==> config.mk <==
export PLATFORM = sky130hd
export DESIGN_NAME = pipe_hazard_ctrl_flat
export DESIGN_NICKNAME = d
export VERILOG_FILES = /design/src/rtl/pipe_hazard_ctrl_pkg.sv /design/src/rtl/pipe_hazard_ctrl_if.sv /design/src/rtl/pipe_hazard_ctrl_hazard_detect.sv /design/src/rtl/pipe_hazard_ctrl.sv /design/src/flat_wrapper.sv
export SDC_FILE = /design/constraint.sdc
export NUM_CORES = 1
export LEC_CHECK = 0
export ABC_AREA = 1
export BUFFER_PORTS_ARGS = -buffer_cell sky130_fd_sc_hd__buf_2
export CELL_PAD_IN_SITES_DETAIL_PLACEMENT = 1
export CELL_PAD_IN_SITES_GLOBAL_PLACEMENT = 1
export CORE_AREA = 2 2 60 48
export DETAILED_ROUTE_END_ITERATION = 12
export DIE_AREA = 0 0 62 50
export GPL_TIMING_DRIVEN = 0
export PLACE_DENSITY = 0.85
export SLEW_MARGIN = 20
export SYNTH_ARGS = -nofsm -noshare
export SYNTH_HDL_FRONTEND = slang
export SYNTH_SLANG_ARGS = --single-unit
==> constraint.sdc <==
create_clock -name clk_i -period 2.6 [get_ports clk_i]
set_input_delay 0.26 -clock clk_i [delete_from_list [all_inputs] [get_ports clk_i]]
set_output_delay 0.26 -clock clk_i [all_outputs]
set_load 0.02 [all_outputs]
==> src/rtl/pipe_hazard_ctrl_pkg.sv <==
// Shared types and constants for the pipeline hazard controller.
// HAZ_PERF_CNT_EN selects the optional stall/flush performance counters.
package pipe_ctrl_pkg;

  typedef enum logic [1:0] {
    IDLE     = 2'd0,
    RUN      = 2'd1,
    MEM_WAIT = 2'd2,
    ERROR    = 2'd3
  } state_t;

  localparam int REG_ZERO         = 0;
  localparam int DEFAULT_MAX_WAIT = 16;

`ifdef HAZ_PERF_CNT_EN
  localparam bit PERF_CNT_EN = 1'b1;
`else
  localparam bit PERF_CNT_EN = 1'b0;
`endif

endpackage

==> src/rtl/pipe_hazard_ctrl_if.sv <==
// Signal bundle between the pipeline datapath (master) and the hazard controller (slave).
// HAZ_PERF_CNT_EN adds the performance-counter outputs.
interface pipe_hazard_ctrl_if #(
  parameter int REG_ADDR_W = 5
`ifdef HAZ_PERF_CNT_EN
  , parameter int CNT_W    = 32
`endif
);
  logic                  start_i;
  logic                  id_ex_mem_read_i;
  logic [REG_ADDR_W-1:0] id_ex_rt_addr_i;
  logic [REG_ADDR_W-1:0] if_id_rs_addr_i;
  logic [REG_ADDR_W-1:0] if_id_rt_addr_i;
  logic                  if_id_uses_rt_i;
  logic                  redirect_i;
  logic                  dmem_req_i;
  logic                  dmem_ack_i;
  logic                  pc_write_o;
  logic                  if_id_write_o;
  logic                  if_id_flush_o;
  logic                  id_ex_bubble_o;
  logic                  ex_mem_write_o;
  logic                  mem_wb_write_o;
  logic [1:0]            state_o;
  logic                  err_timeout_o;
`ifdef HAZ_PERF_CNT_EN
  logic [CNT_W-1:0]      stall_cnt_o;
  logic [CNT_W-1:0]      flush_cnt_o;
`endif

  modport master (
`ifdef HAZ_PERF_CNT_EN
    input  stall_cnt_o, flush_cnt_o,
`endif
    output start_i, id_ex_mem_read_i, id_ex_rt_addr_i, if_id_rs_addr_i,
           if_id_rt_addr_i, if_id_uses_rt_i, redirect_i, dmem_req_i, dmem_ack_i,
    input  pc_write_o, if_id_write_o, if_id_flush_o, id_ex_bubble_o,
           ex_mem_write_o, mem_wb_write_o, state_o, err_timeout_o
  );

  modport slave (
`ifdef HAZ_PERF_CNT_EN
    output stall_cnt_o, flush_cnt_o,
`endif
    input  start_i, id_ex_mem_read_i, id_ex_rt_addr_i, if_id_rs_addr_i,
           if_id_rt_addr_i, if_id_uses_rt_i, redirect_i, dmem_req_i, dmem_ack_i,
    output pc_write_o, if_id_write_o, if_id_flush_o, id_ex_bubble_o,
           ex_mem_write_o, mem_wb_write_o, state_o, err_timeout_o
  );
endinterface

==> src/rtl/pipe_hazard_ctrl_hazard_detect.sv <==
// Combinational load-use hazard compare between the load in ID/EX and the consumer in IF/ID.
// Kept standalone so the forwarding-unit tests can reuse it.
module hazard_detect
  import pipe_ctrl_pkg::*;
#(
  parameter int REG_ADDR_W = 5
) (
  input  logic                  mem_read,
  input  logic [REG_ADDR_W-1:0] ex_rt_addr,
  input  logic [REG_ADDR_W-1:0] rs_addr,
  input  logic [REG_ADDR_W-1:0] rt_addr,
  input  logic                  uses_rt,
  output logic                  load_use
);
  // Register zero is hard-wired, so a load targeting it never creates a dependency.
  assign load_use = mem_read
                  & (ex_rt_addr != REG_ADDR_W'(REG_ZERO))
                  & ((ex_rt_addr == rs_addr) | (uses_rt & (ex_rt_addr == rt_addr)));
endmodule

==> src/rtl/pipe_hazard_ctrl.sv <==
// Five-stage pipeline register sequencer: load-use bubbles, redirect flushes, memory freeze/timeout.
// HAZ_PERF_CNT_EN adds saturating stall and flush counters.
module pipe_hazard_ctrl
  import pipe_ctrl_pkg::*;
#(
  parameter int MAX_WAIT   = DEFAULT_MAX_WAIT,
  parameter int REG_ADDR_W = 5
`ifdef HAZ_PERF_CNT_EN
  , parameter int CNT_W    = 32
`endif
) (
  input  logic               clk_i,
  input  logic               rst_n_i,
  pipe_hazard_ctrl_if.slave  bus
);
  localparam int WAIT_W = $clog2(MAX_WAIT + 1);

  state_t              state_reg, state_next;
  logic [WAIT_W-1:0]   wait_cnt_reg, wait_cnt_next;
  logic                err_reg, err_next;

  logic lu, frz, active;
  logic pc_write, if_id_write, if_id_flush, id_ex_bubble, ex_mem_write, mem_wb_write;

  hazard_detect #(.REG_ADDR_W(REG_ADDR_W)) u_hazard_detect (
    .mem_read   (bus.id_ex_mem_read_i),
    .ex_rt_addr (bus.id_ex_rt_addr_i),
    .rs_addr    (bus.if_id_rs_addr_i),
    .rt_addr    (bus.if_id_rt_addr_i),
    .uses_rt    (bus.if_id_uses_rt_i),
    .load_use   (lu)
  );

  assign frz    = bus.dmem_req_i & ~bus.dmem_ack_i;
  assign active = (state_reg == RUN) || (state_reg == MEM_WAIT);

  always_ff @(posedge clk_i or negedge rst_n_i) begin
    if (!rst_n_i) begin
      state_reg    <= IDLE;
      wait_cnt_reg <= '0;
      err_reg      <= 1'b0;
    end else begin
      state_reg    <= state_next;
      wait_cnt_reg <= wait_cnt_next;
      err_reg      <= err_next;
    end
  end

  always_comb begin
    state_next    = state_reg;
    wait_cnt_next = wait_cnt_reg;
    err_next      = err_reg;
    pc_write      = 1'b0;
    if_id_write   = 1'b0;
    if_id_flush   = 1'b0;
    id_ex_bubble  = 1'b1;
    ex_mem_write  = 1'b0;
    mem_wb_write  = 1'b0;

    // Enable priority: freeze > redirect > load-use > normal advance.
    if (active) begin
      if (frz) begin
        id_ex_bubble = 1'b0;
      end else if (bus.redirect_i) begin
        pc_write     = 1'b1;
        if_id_write  = 1'b1;
        if_id_flush  = 1'b1;
        ex_mem_write = 1'b1;
        mem_wb_write = 1'b1;
      end else if (lu) begin
        ex_mem_write = 1'b1;
        mem_wb_write = 1'b1;
      end else begin
        pc_write     = 1'b1;
        if_id_write  = 1'b1;
        id_ex_bubble = 1'b0;
        ex_mem_write = 1'b1;
        mem_wb_write = 1'b1;
      end
    end

    case (state_reg)
      IDLE: begin
        if (bus.start_i) state_next = RUN;
      end
      RUN: begin
        if (frz) begin
          state_next    = MEM_WAIT;
          wait_cnt_next = WAIT_W'(1);
        end
      end
      MEM_WAIT: begin
        if (bus.dmem_ack_i) begin
          state_next = RUN;
        end else if (wait_cnt_reg == WAIT_W'(MAX_WAIT)) begin
          state_next = ERROR;
          err_next   = 1'b1;
        end else begin
          wait_cnt_next = wait_cnt_reg + WAIT_W'(1);
        end
      end
      default: begin
        state_next = ERROR;
      end
    endcase
  end

  assign bus.pc_write_o     = pc_write;
  assign bus.if_id_write_o  = if_id_write;
  assign bus.if_id_flush_o  = if_id_flush;
  assign bus.id_ex_bubble_o = id_ex_bubble;
  assign bus.ex_mem_write_o = ex_mem_write;
  assign bus.mem_wb_write_o = mem_wb_write;
  assign bus.state_o        = state_reg;
  assign bus.err_timeout_o  = err_reg;

`ifdef HAZ_PERF_CNT_EN
  logic [CNT_W-1:0] stall_cnt_reg, flush_cnt_reg;

  always_ff @(posedge clk_i or negedge rst_n_i) begin
    if (!rst_n_i) begin
      stall_cnt_reg <= '0;
      flush_cnt_reg <= '0;
    end else begin
      if (active && (frz || lu) && !(&stall_cnt_reg))
        stall_cnt_reg <= stall_cnt_reg + CNT_W'(1);
      if (active && bus.redirect_i && !frz && !(&flush_cnt_reg))
        flush_cnt_reg <= flush_cnt_reg + CNT_W'(1);
    end
  end

  assign bus.stall_cnt_o = stall_cnt_reg;
  assign bus.flush_cnt_o = flush_cnt_reg;
`else
  // Counters are compiled out entirely in this build.
`endif

endmodule

==> src/flat_wrapper.sv <==
// flat-port wrapper written by rule: the top's interface ports become plain ports
module pipe_hazard_ctrl_flat import pipe_ctrl_pkg::*;
#(
  parameter int MAX_WAIT   = DEFAULT_MAX_WAIT,
  parameter int REG_ADDR_W = 5

)
  (clk_i, rst_n_i, bus_start_i, bus_id_ex_mem_read_i, bus_id_ex_rt_addr_i, bus_if_id_rs_addr_i, bus_if_id_rt_addr_i, bus_if_id_uses_rt_i, bus_redirect_i, bus_dmem_req_i, bus_dmem_ack_i, bus_pc_write_o, bus_if_id_write_o, bus_if_id_flush_o, bus_id_ex_bubble_o, bus_ex_mem_write_o, bus_mem_wb_write_o, bus_state_o, bus_err_timeout_o);
  pipe_hazard_ctrl_if #(.REG_ADDR_W(REG_ADDR_W)) bus_i ();
  input  logic clk_i;
  input  logic rst_n_i;
  input wire logic [$bits(bus_i.start_i)-1:0] bus_start_i;
  input wire logic [$bits(bus_i.id_ex_mem_read_i)-1:0] bus_id_ex_mem_read_i;
  input wire logic [$bits(bus_i.id_ex_rt_addr_i)-1:0] bus_id_ex_rt_addr_i;
  input wire logic [$bits(bus_i.if_id_rs_addr_i)-1:0] bus_if_id_rs_addr_i;
  input wire logic [$bits(bus_i.if_id_rt_addr_i)-1:0] bus_if_id_rt_addr_i;
  input wire logic [$bits(bus_i.if_id_uses_rt_i)-1:0] bus_if_id_uses_rt_i;
  input wire logic [$bits(bus_i.redirect_i)-1:0] bus_redirect_i;
  input wire logic [$bits(bus_i.dmem_req_i)-1:0] bus_dmem_req_i;
  input wire logic [$bits(bus_i.dmem_ack_i)-1:0] bus_dmem_ack_i;
  output wire logic [$bits(bus_i.pc_write_o)-1:0] bus_pc_write_o;
  output wire logic [$bits(bus_i.if_id_write_o)-1:0] bus_if_id_write_o;
  output wire logic [$bits(bus_i.if_id_flush_o)-1:0] bus_if_id_flush_o;
  output wire logic [$bits(bus_i.id_ex_bubble_o)-1:0] bus_id_ex_bubble_o;
  output wire logic [$bits(bus_i.ex_mem_write_o)-1:0] bus_ex_mem_write_o;
  output wire logic [$bits(bus_i.mem_wb_write_o)-1:0] bus_mem_wb_write_o;
  output wire logic [$bits(bus_i.state_o)-1:0] bus_state_o;
  output wire logic [$bits(bus_i.err_timeout_o)-1:0] bus_err_timeout_o;
  assign bus_i.start_i = bus_start_i;
  assign bus_i.id_ex_mem_read_i = bus_id_ex_mem_read_i;
  assign bus_i.id_ex_rt_addr_i = bus_id_ex_rt_addr_i;
  assign bus_i.if_id_rs_addr_i = bus_if_id_rs_addr_i;
  assign bus_i.if_id_rt_addr_i = bus_if_id_rt_addr_i;
  assign bus_i.if_id_uses_rt_i = bus_if_id_uses_rt_i;
  assign bus_i.redirect_i = bus_redirect_i;
  assign bus_i.dmem_req_i = bus_dmem_req_i;
  assign bus_i.dmem_ack_i = bus_dmem_ack_i;
  assign bus_pc_write_o = bus_i.pc_write_o;
  assign bus_if_id_write_o = bus_i.if_id_write_o;
  assign bus_if_id_flush_o = bus_i.if_id_flush_o;
  assign bus_id_ex_bubble_o = bus_i.id_ex_bubble_o;
  assign bus_ex_mem_write_o = bus_i.ex_mem_write_o;
  assign bus_mem_wb_write_o = bus_i.mem_wb_write_o;
  assign bus_state_o = bus_i.state_o;
  assign bus_err_timeout_o = bus_i.err_timeout_o;
  pipe_hazard_ctrl #(.MAX_WAIT(MAX_WAIT), .REG_ADDR_W(REG_ADDR_W)) u_core (.clk_i(clk_i), .rst_n_i(rst_n_i), .bus(bus_i));
endmodule
==> run metrics, run 1 <==
synth cell count leaders nand2_1, inv_1, nor2_1; Synth Area per Inst 6.23 sq um; Seq pwr share 21.3%; Final period util 77.1%; Worst Path Required 2340 ps; Max Clock Freq 0.499 GHz; crit-path max FO 5; Post-CTS Resized 0; sequential area share after synthesis 25.5%; Post-DP HPWL 1890 microns; vias per cell 4.42; Slew headroom 87.2%; initial core utilization 31.3%; total wire length 2240 microns; met1 GRT Util 19.8%; RSZ-0062 raised after global routing no; status finished, final reports clean; post-synth top area share 25.5%; GP Congestion 0.804; Pint 0.000436 W; antenna cells 0; Die H 50 microns; initial antenna violation count 0; Placement Setup Slack 872 ps; DR iter-0 viols 20; gr ovfl total 0; Area contributors post-synth dfrtp_1, nand2_1, inv_1; Post-synth ARST share 100%; Num CTS Buffers 3; LEAKAGE 0.610 nW; vias in the first global route 933; Clock Power Share 11.6%; Netlist Area Pre-Place 785 sq um; nets@finish 192; num rows 16; CTS clk-pin slew, worst paths 60 ps; Synthesized Nets 155; Wirelength per Cell 11.4 microns; CTS tree done; DRT Pass-1 Iters 4; drt drc 0; most common cell in the netlist nand2_1; Sw Pwr 0.000453 W; setup tns final 0 ps; crit end category output pin; # clock sinks 8; number of synthesized flops with an enable pin 0; Worst-Margin Slew 191 ps; max FFs per register 5; Vias 870; global-route wire length before repair 3840 microns; Setup Crit Path Kind register to output pin; H-tree levels 1; # IOs 32; busiest grt layer met2; Gate Count Post-Synth 126; Sw Ratio 51.0%; die area 0.00310 sq mm; Skew-Pair Late Insertion Delay 260 ps; core area 0.00250 sq mm; largest net degree at the start of global routing 11; Fillers 356; Max Clock Skew 7.56 ps; power density cells 874 mW/mm^2; hold_ws 243 ps; min Tclk post-route 2000 ps; P&R area growth vs syn 29.7%; Hold WC Path Type input pin to register; Max Cap Viol 0; Synth Register Bits 8; Synth Warn # 0; Synth area leader dfrtp_1; # setup viols final 0; ys flop type dfrtp_1; Crit path arrival time 1740 ps; final setup margin 596 ps; met2 usage in global routing 29.9%; PortBufs 31; Tot GR Track Use 16.4%; clock tree buffer depth 2; Die W 62 microns; ANT nets after route 0; CTS root buf clkbuf_4; Peak VDD IR 0.193 mV; met3 usage 3.15%; final slew viol count 0; Hold Vio Cnt, Final 0; Synth cell types 22; Gate power share 67.1%; CP startpoint kind register; layout cells sized above 1 27.3%
through the flow:
stage	power, W	util, %	cell area, sq um	std cells
6_report	0.000889	40.7	1020	197
4_1_cts	0.000900	40.7	1020	197
5_1_grt	0.000970	40.7	1020	197
3_3_place_gp	0.000757	39.4	985	193
2_1_floorplan	0.000605	-	785	126
3_5_place_dp	0.000792	39.4	985	193
worst max-delay path, stage by stage (launching register included):
cell and delay (ps):
dfrtp_1 420, inv_1 90, ha_1 320, inv_1 60
nor2_1 180, o21a_1 170, buf_4 100, buf_2 150
per-layer routing:
layer | wire (microns) | vias to the layer above | share of wire (%)
li1 | - | 446 | -
met1 | 950 | 409 | 42
met2 | 1210 | 15 | 54
met3 | 81 | 0 | 3.6
met4 | 0 | 0 | 0
met5 | 0 | - | 0
layout by cell type (no fill, tap or decap):
cell           instances
a21oi_1                2
a21oi_2                1
buf_2                 31
buf_4                  2
buf_6                  1
clkbuf_4               3
dfrtp_1                8
dlygate4sd3_1          1
ha_1                   6
inv_1                 28
inv_2                  1
nand2_1               39
nand2_2                1
nand3_1                6
nand3_2                1
nand4_1                1
nor2_1                11
nor2_2                 2
nor2_4                 1
nor3_1                 2
o21a_1                 1
o21ai_0                8
o31ai_1                1
xnor2_1                1
xor2_1                 2
power by group through the flow:
stage,Combinational (W),Clock (W),Sequential (W)
2_1_floorplan,0.000400,0,0.000204
5_1_grt,0.000663,0.000113,0.000195
4_1_cts,0.000605,0.000105,0.000190
3_3_place_gp,0.000568,0,0.000189
3_5_place_dp,0.000599,0,0.000192
6_report,0.000597,0.000103,0.000189
cell families after synthesis:
kind of cell	synth area share, %
xor+xnor	3.35
compound gates	9.41
buf+inv	17.2
flops	25.5
fa+ha+maj	9.57
simple gates	34.9
worst paths after layout:
kind,endpoint,cells past startpoint,start,slack (ps)
min,u_core.bus.err_timeout_o,2,bus_dmem_ack_i,240
max,bus_pc_write_o,7,u_core.bus.state_o[0],600
min in group asynchronous,u_core.wait_cnt_reg[3],2,rst_n_i,370
min reg2reg,u_core.bus.err_timeout_o,2,u_core.bus.err_timeout_o,500
max reg2reg,u_core.wait_cnt_reg[0],9,u_core.bus.state_o[0],1000
max in group asynchronous,u_core.bus.state_o[1],2,rst_n_i,2050
cell type report:
cell class	count	area [sq um]	share of cell area [%]
Multi-Input combinational cell	86	449	44.2
Sequential cell	8	200	19.7
Timing Repair Buffer	32	165	16.2
Inverter	29	109	10.7
Tap cell	36	45.0	4.43
Buffer	3	26.3	2.58
Clock buffer	3	22.5	2.21
repair_timing:
action | CTS | global route
hold buffers | 1 | 0
endpoints found under the hold margin | 8 | 0
setup buffers | 0 | 0
Note: power is estimated with default switching activity, not from simulation.
==> run 2: changes to the inputs <==
--- a/config.mk
+++ b/config.mk
@@ -5,15 +5,15 @@
 export SDC_FILE = /design/constraint.sdc
 export NUM_CORES = 1
 export LEC_CHECK = 0
-export ABC_AREA = 1
+export ABC_AREA = 0
 export BUFFER_PORTS_ARGS = -buffer_cell sky130_fd_sc_hd__buf_2
 export CELL_PAD_IN_SITES_DETAIL_PLACEMENT = 1
 export CELL_PAD_IN_SITES_GLOBAL_PLACEMENT = 1
-export CORE_AREA = 2 2 60 48
+export CORE_AREA = 2 2 58 46
 export DETAILED_ROUTE_END_ITERATION = 12
-export DIE_AREA = 0 0 62 50
+export DIE_AREA = 0 0 60 48
 export GPL_TIMING_DRIVEN = 0
-export PLACE_DENSITY = 0.85
+export PLACE_DENSITY = 0.8
 export SLEW_MARGIN = 20
 export SYNTH_ARGS = -nofsm -noshare
 export SYNTH_HDL_FRONTEND = slang
==> constraint.sdc (replaced) <==
create_clock -name clk_i -period 1.9 [get_ports clk_i]
set_input_delay 0.19 -clock clk_i [delete_from_list [all_inputs] [get_ports clk_i]]
set_output_delay 0.19 -clock clk_i [all_outputs]
set_load 0.02 [all_outputs]
==> run 2 against run 1 <==
Synthesized area shrank 10%. First-iteration DRC count shrank 75%. Combinational power grew 50%. Die area shrank 7.1%. Setup slack lost 530 ps. Register-to-register slack lost 940 ps. Count of clock-buffer cells in the layout is the same. Routed wire length shrank 5.0%. Flip-flop and latch count is the same. Clock skew shrank 3.1 ps.
==> run metrics, run 2 <==
Sw Ratio 47.7% (was 51.0%); Wirelength per Cell 14.4 microns (was 11.4 microns); Synth Area per Inst 9.15 sq um (was 6.23 sq um); Crit path arrival time 2000 ps (was 1740 ps); Max Clock Skew 4.43 ps (was 7.56 ps); most common cell after layout, fill and taps aside buf_2 (was nand2_1); Die H 48 microns (was 50 microns); # clock sinks 8 (unchanged); num rows 15 (was 16); FF-to-FF End u_core.bus.state_o[0] (was u_core.wait_cnt_reg[0]); crit end category register (was output pin); CTS clk-pin slew, worst paths 50 ps (was 60 ps); Skew-Pair Late Insertion Delay 260 ps (about the same); min-delay src bus_dmem_ack_i (unchanged); initial core utilization 31.0% (was 31.3%); layout cells sized above 1 39.5% (was 27.3%); Worst R2R Setup Slack 60 ps (was 1000 ps); final slew viol count 0 (unchanged); Clock Power Share 10.4% (was 11.6%); final instance area 972 sq um (was 0.00102 sq mm); Area contributors post-synth dfrtp_1, xor2_1, ha_1 (was dfrtp_1, nand2_1, inv_1); die area 0.00288 sq mm (was 0.00310 sq mm); status finished, final reports clean (unchanged); Netlist Area Pre-Place 704 sq um (was 785 sq um); vias in the first global route 712 (was 933); drt drc 0 (unchanged); PortBufs 31 (unchanged); CTS tree done (unchanged); clock tree buffer depth 2 (unchanged); number of synthesized flops with an enable pin 0 (unchanged); Worst-Margin Slew 363 ps (was 191 ps); initial antenna violation count 0 (unchanged); LEAKAGE 0.483 nW (was 0.610 nW); Num CTS Buffers 3 (unchanged); largest net degree at the start of global routing 10 (was 11); vias per cell 4.70 (was 4.42); Post-synth ARST share 100% (unchanged); synth cell count leaders xor2_1, dfrtp_1, inv_1, o21ai_0, ha_1 (was nand2_1, inv_1, nor2_1); WHS Path Cells 4 (was 2); Worst Path Required 2070 ps (was 2340 ps); DRT Pass-1 Iters 4 (unchanged); Final Util 42.8% (was 40.7%); Slew headroom 75.8% (was 87.2%); most frequent cells in the layout buf_2, xor2_1, dfrtp_1 (was nand2_1, buf_2, inv_1); Post-DP HPWL 1710 microns (was 1890 microns); Max Cap Viol 0 (unchanged); Hold WC Path Type input pin to register (unchanged); Die W 60 microns (was 62 microns); reg2reg start u_core.bus.state_o[0] (unchanged); gr ovfl total 0 (unchanged); Pint 0.000687 W (was 0.000436 W); H-tree levels 1 (unchanged); Synth Warn # 0 (unchanged); RSZ-0062 raised after global routing yes (was no); P&R area growth vs syn 38.0% (was 29.7%); Fillers 300 (was 356); core area 0.00227 sq mm (was 0.00250 sq mm); length in cells of the worst reg-to-reg path 7 (was 9); Vias 696 (was 870); sequential area share after synthesis 28.4% (was 25.5%); total wire length 2130 microns (was 2240 microns); crit-path max FO 9 (was 5); DR iter-0 viols 5 (was 20); Final period util 96.6%; Seq pwr share 21.5% (was 21.3%); ANT nets after route 0 (unchanged); Critical path origin u_core.bus.state_o[0] (unchanged); post-synth top area share 28.4% (was 25.5%); Worst Hold End u_core.bus.err_timeout_o (unchanged); Synth area leader dfrtp_1 (unchanged); GP Congestion 0.827 (was 0.804); Synth cell types 33 (was 22); Area after DPL 902 sq um (was 985 sq um); Synthesized Nets 106 (was 155); global-route wire length before repair 3220 microns (was 3840 microns); Peak VDD IR 0.352 mV (was 0.193 mV); # setup viols final 0 (unchanged); # IOs 32 (unchanged); nets@finish 145 (was 192); ys flop type dfrtp_1 (unchanged); min Tclk post-route 1840 ps; Setup Crit Path Kind register to register (was register to output pin); Gate power share 68.1% (was 67.1%); max FFs per register 5 (unchanged); Sw Pwr 0.000625 W (was 0.000453 W); Hold Vio Cnt, Final 0 (unchanged); Max Clock Freq 0.545 GHz; antenna cells 0 (unchanged); Synth Register Bits 8 (unchanged); Gate Count Post-Synth 77 (was 126); power density cells 1350 mW/mm^2 (was 874 mW/mm^2); CTS root buf clkbuf_4 (unchanged); CP startpoint kind register (unchanged); Tot GR Track Use 15.8% (was 16.4%); most common cell in the netlist xor2_1 (was nand2_1)
==> run 2: changes by cell type after synthesis, sizes merged, moves of 4 or more <==
cell	delta
inv	-22
xor2	+7
nand2	-36
nand2b	+4
nor2	-13
nand3	-4
==> run 2: kinds of logic (layout without fill, tap and decap cells) <==
logic type | after synthesis | in the layout | share of synthesized area (%)
compound gates | 20 | 20 | 19.9
xor+xnor | 10 | 10 | 12.4
fa+ha+maj | 6 | 6 | 10.7
buf+inv | 10 | 47 | 6.93
flops | 8 | 8 | 28.4
mux | 1 | 1 | 1.42
simple gates | 22 | 22 | 20.3
==> run 2: metal layers <==
metal | vias up | part of all wire (%) | GRT usage [%]
met5 | - | 0 | 0
met4 | 0 | 1.0 | 7.56
met3 | 4 | 2.2 | 4.05
met2 | 7 | 51 | 24.3
met1 | 335 | 46 | 20.8
li1 | 350 | - | -
==> run 2: worst max-delay path by stage <==
stage                                   endpoint  slack (ps)
after global routing       u_core.bus.state_o[0]         -30
after floorplan                   bus_pc_write_o          60
after detailed placement   u_core.bus.state_o[0]           7
after CTS                 u_core.wait_cnt_reg[3]          30
after global placement    u_core.wait_cnt_reg[3]         100
final                      u_core.bus.state_o[0]          60
==> run 2: area by class of cell <==
cell class | count | area (sq um) | share of cell area (%)
buffer | 3 | 26.3 | 2.70
inverter | 7 | 26.3 | 2.70
multi-input combinational | 59 | 474 | 48.8
tap | 34 | 42.5 | 4.38
timing repair buffer | 34 | 180 | 18.5
sequential | 8 | 200 | 20.6
clock buffer | 3 | 22.5 | 2.32
==> run 2: worst max-delay path: stages, from the launching register on <==
cell      delay [ps]
dfrtp_1          390
inv_2             70
ha_1             210
buf_6            140
and2b_2          220
a222oi_1         300
buf_4            190
mux2i_2          230
==> run 2: power groups by stage <==
stage	logic (W)	clock network (W)	registers (W)
CTS	0.000826	0.000140	0.000281
global route	0.000987	0.000147	0.000294
floorplan	0.000533	0	0.000297
finish	0.000893	0.000136	0.000283
detailed placement	0.000802	0	0.000283
global placement	0.000763	0	0.000278
==> run 2: repair_timing <==
item                                    4_1_cts  5_1_grt
cloned                                        0        0
endpoints found under the hold margin         8        0
hold buffers                                  1        0
pin swaps                                     1        1
gates resized for setup                       0        6
endpoints found under the setup margin        2        6
buffers inserted                              1        1
==> run 2: stage by stage <==
stage | setup slack, ps | TNS, ps | power [W] | cells | hold slack, ps
detailed placement | 7.25 | 0 | 0.00108 | 142 | 45.4
floorplan | 64.6 | 0 | 0.000830 | 77 | -106
finish | 64.1 | 0 | 0.00131 | 148 | 275
global placement | 98.6 | 0 | 0.00104 | 142 | 37.4
CTS | 27.5 | 0 | 0.00125 | 147 | 256
global route | -33.5 | -33.5 | 0.00143 | 148 | 307
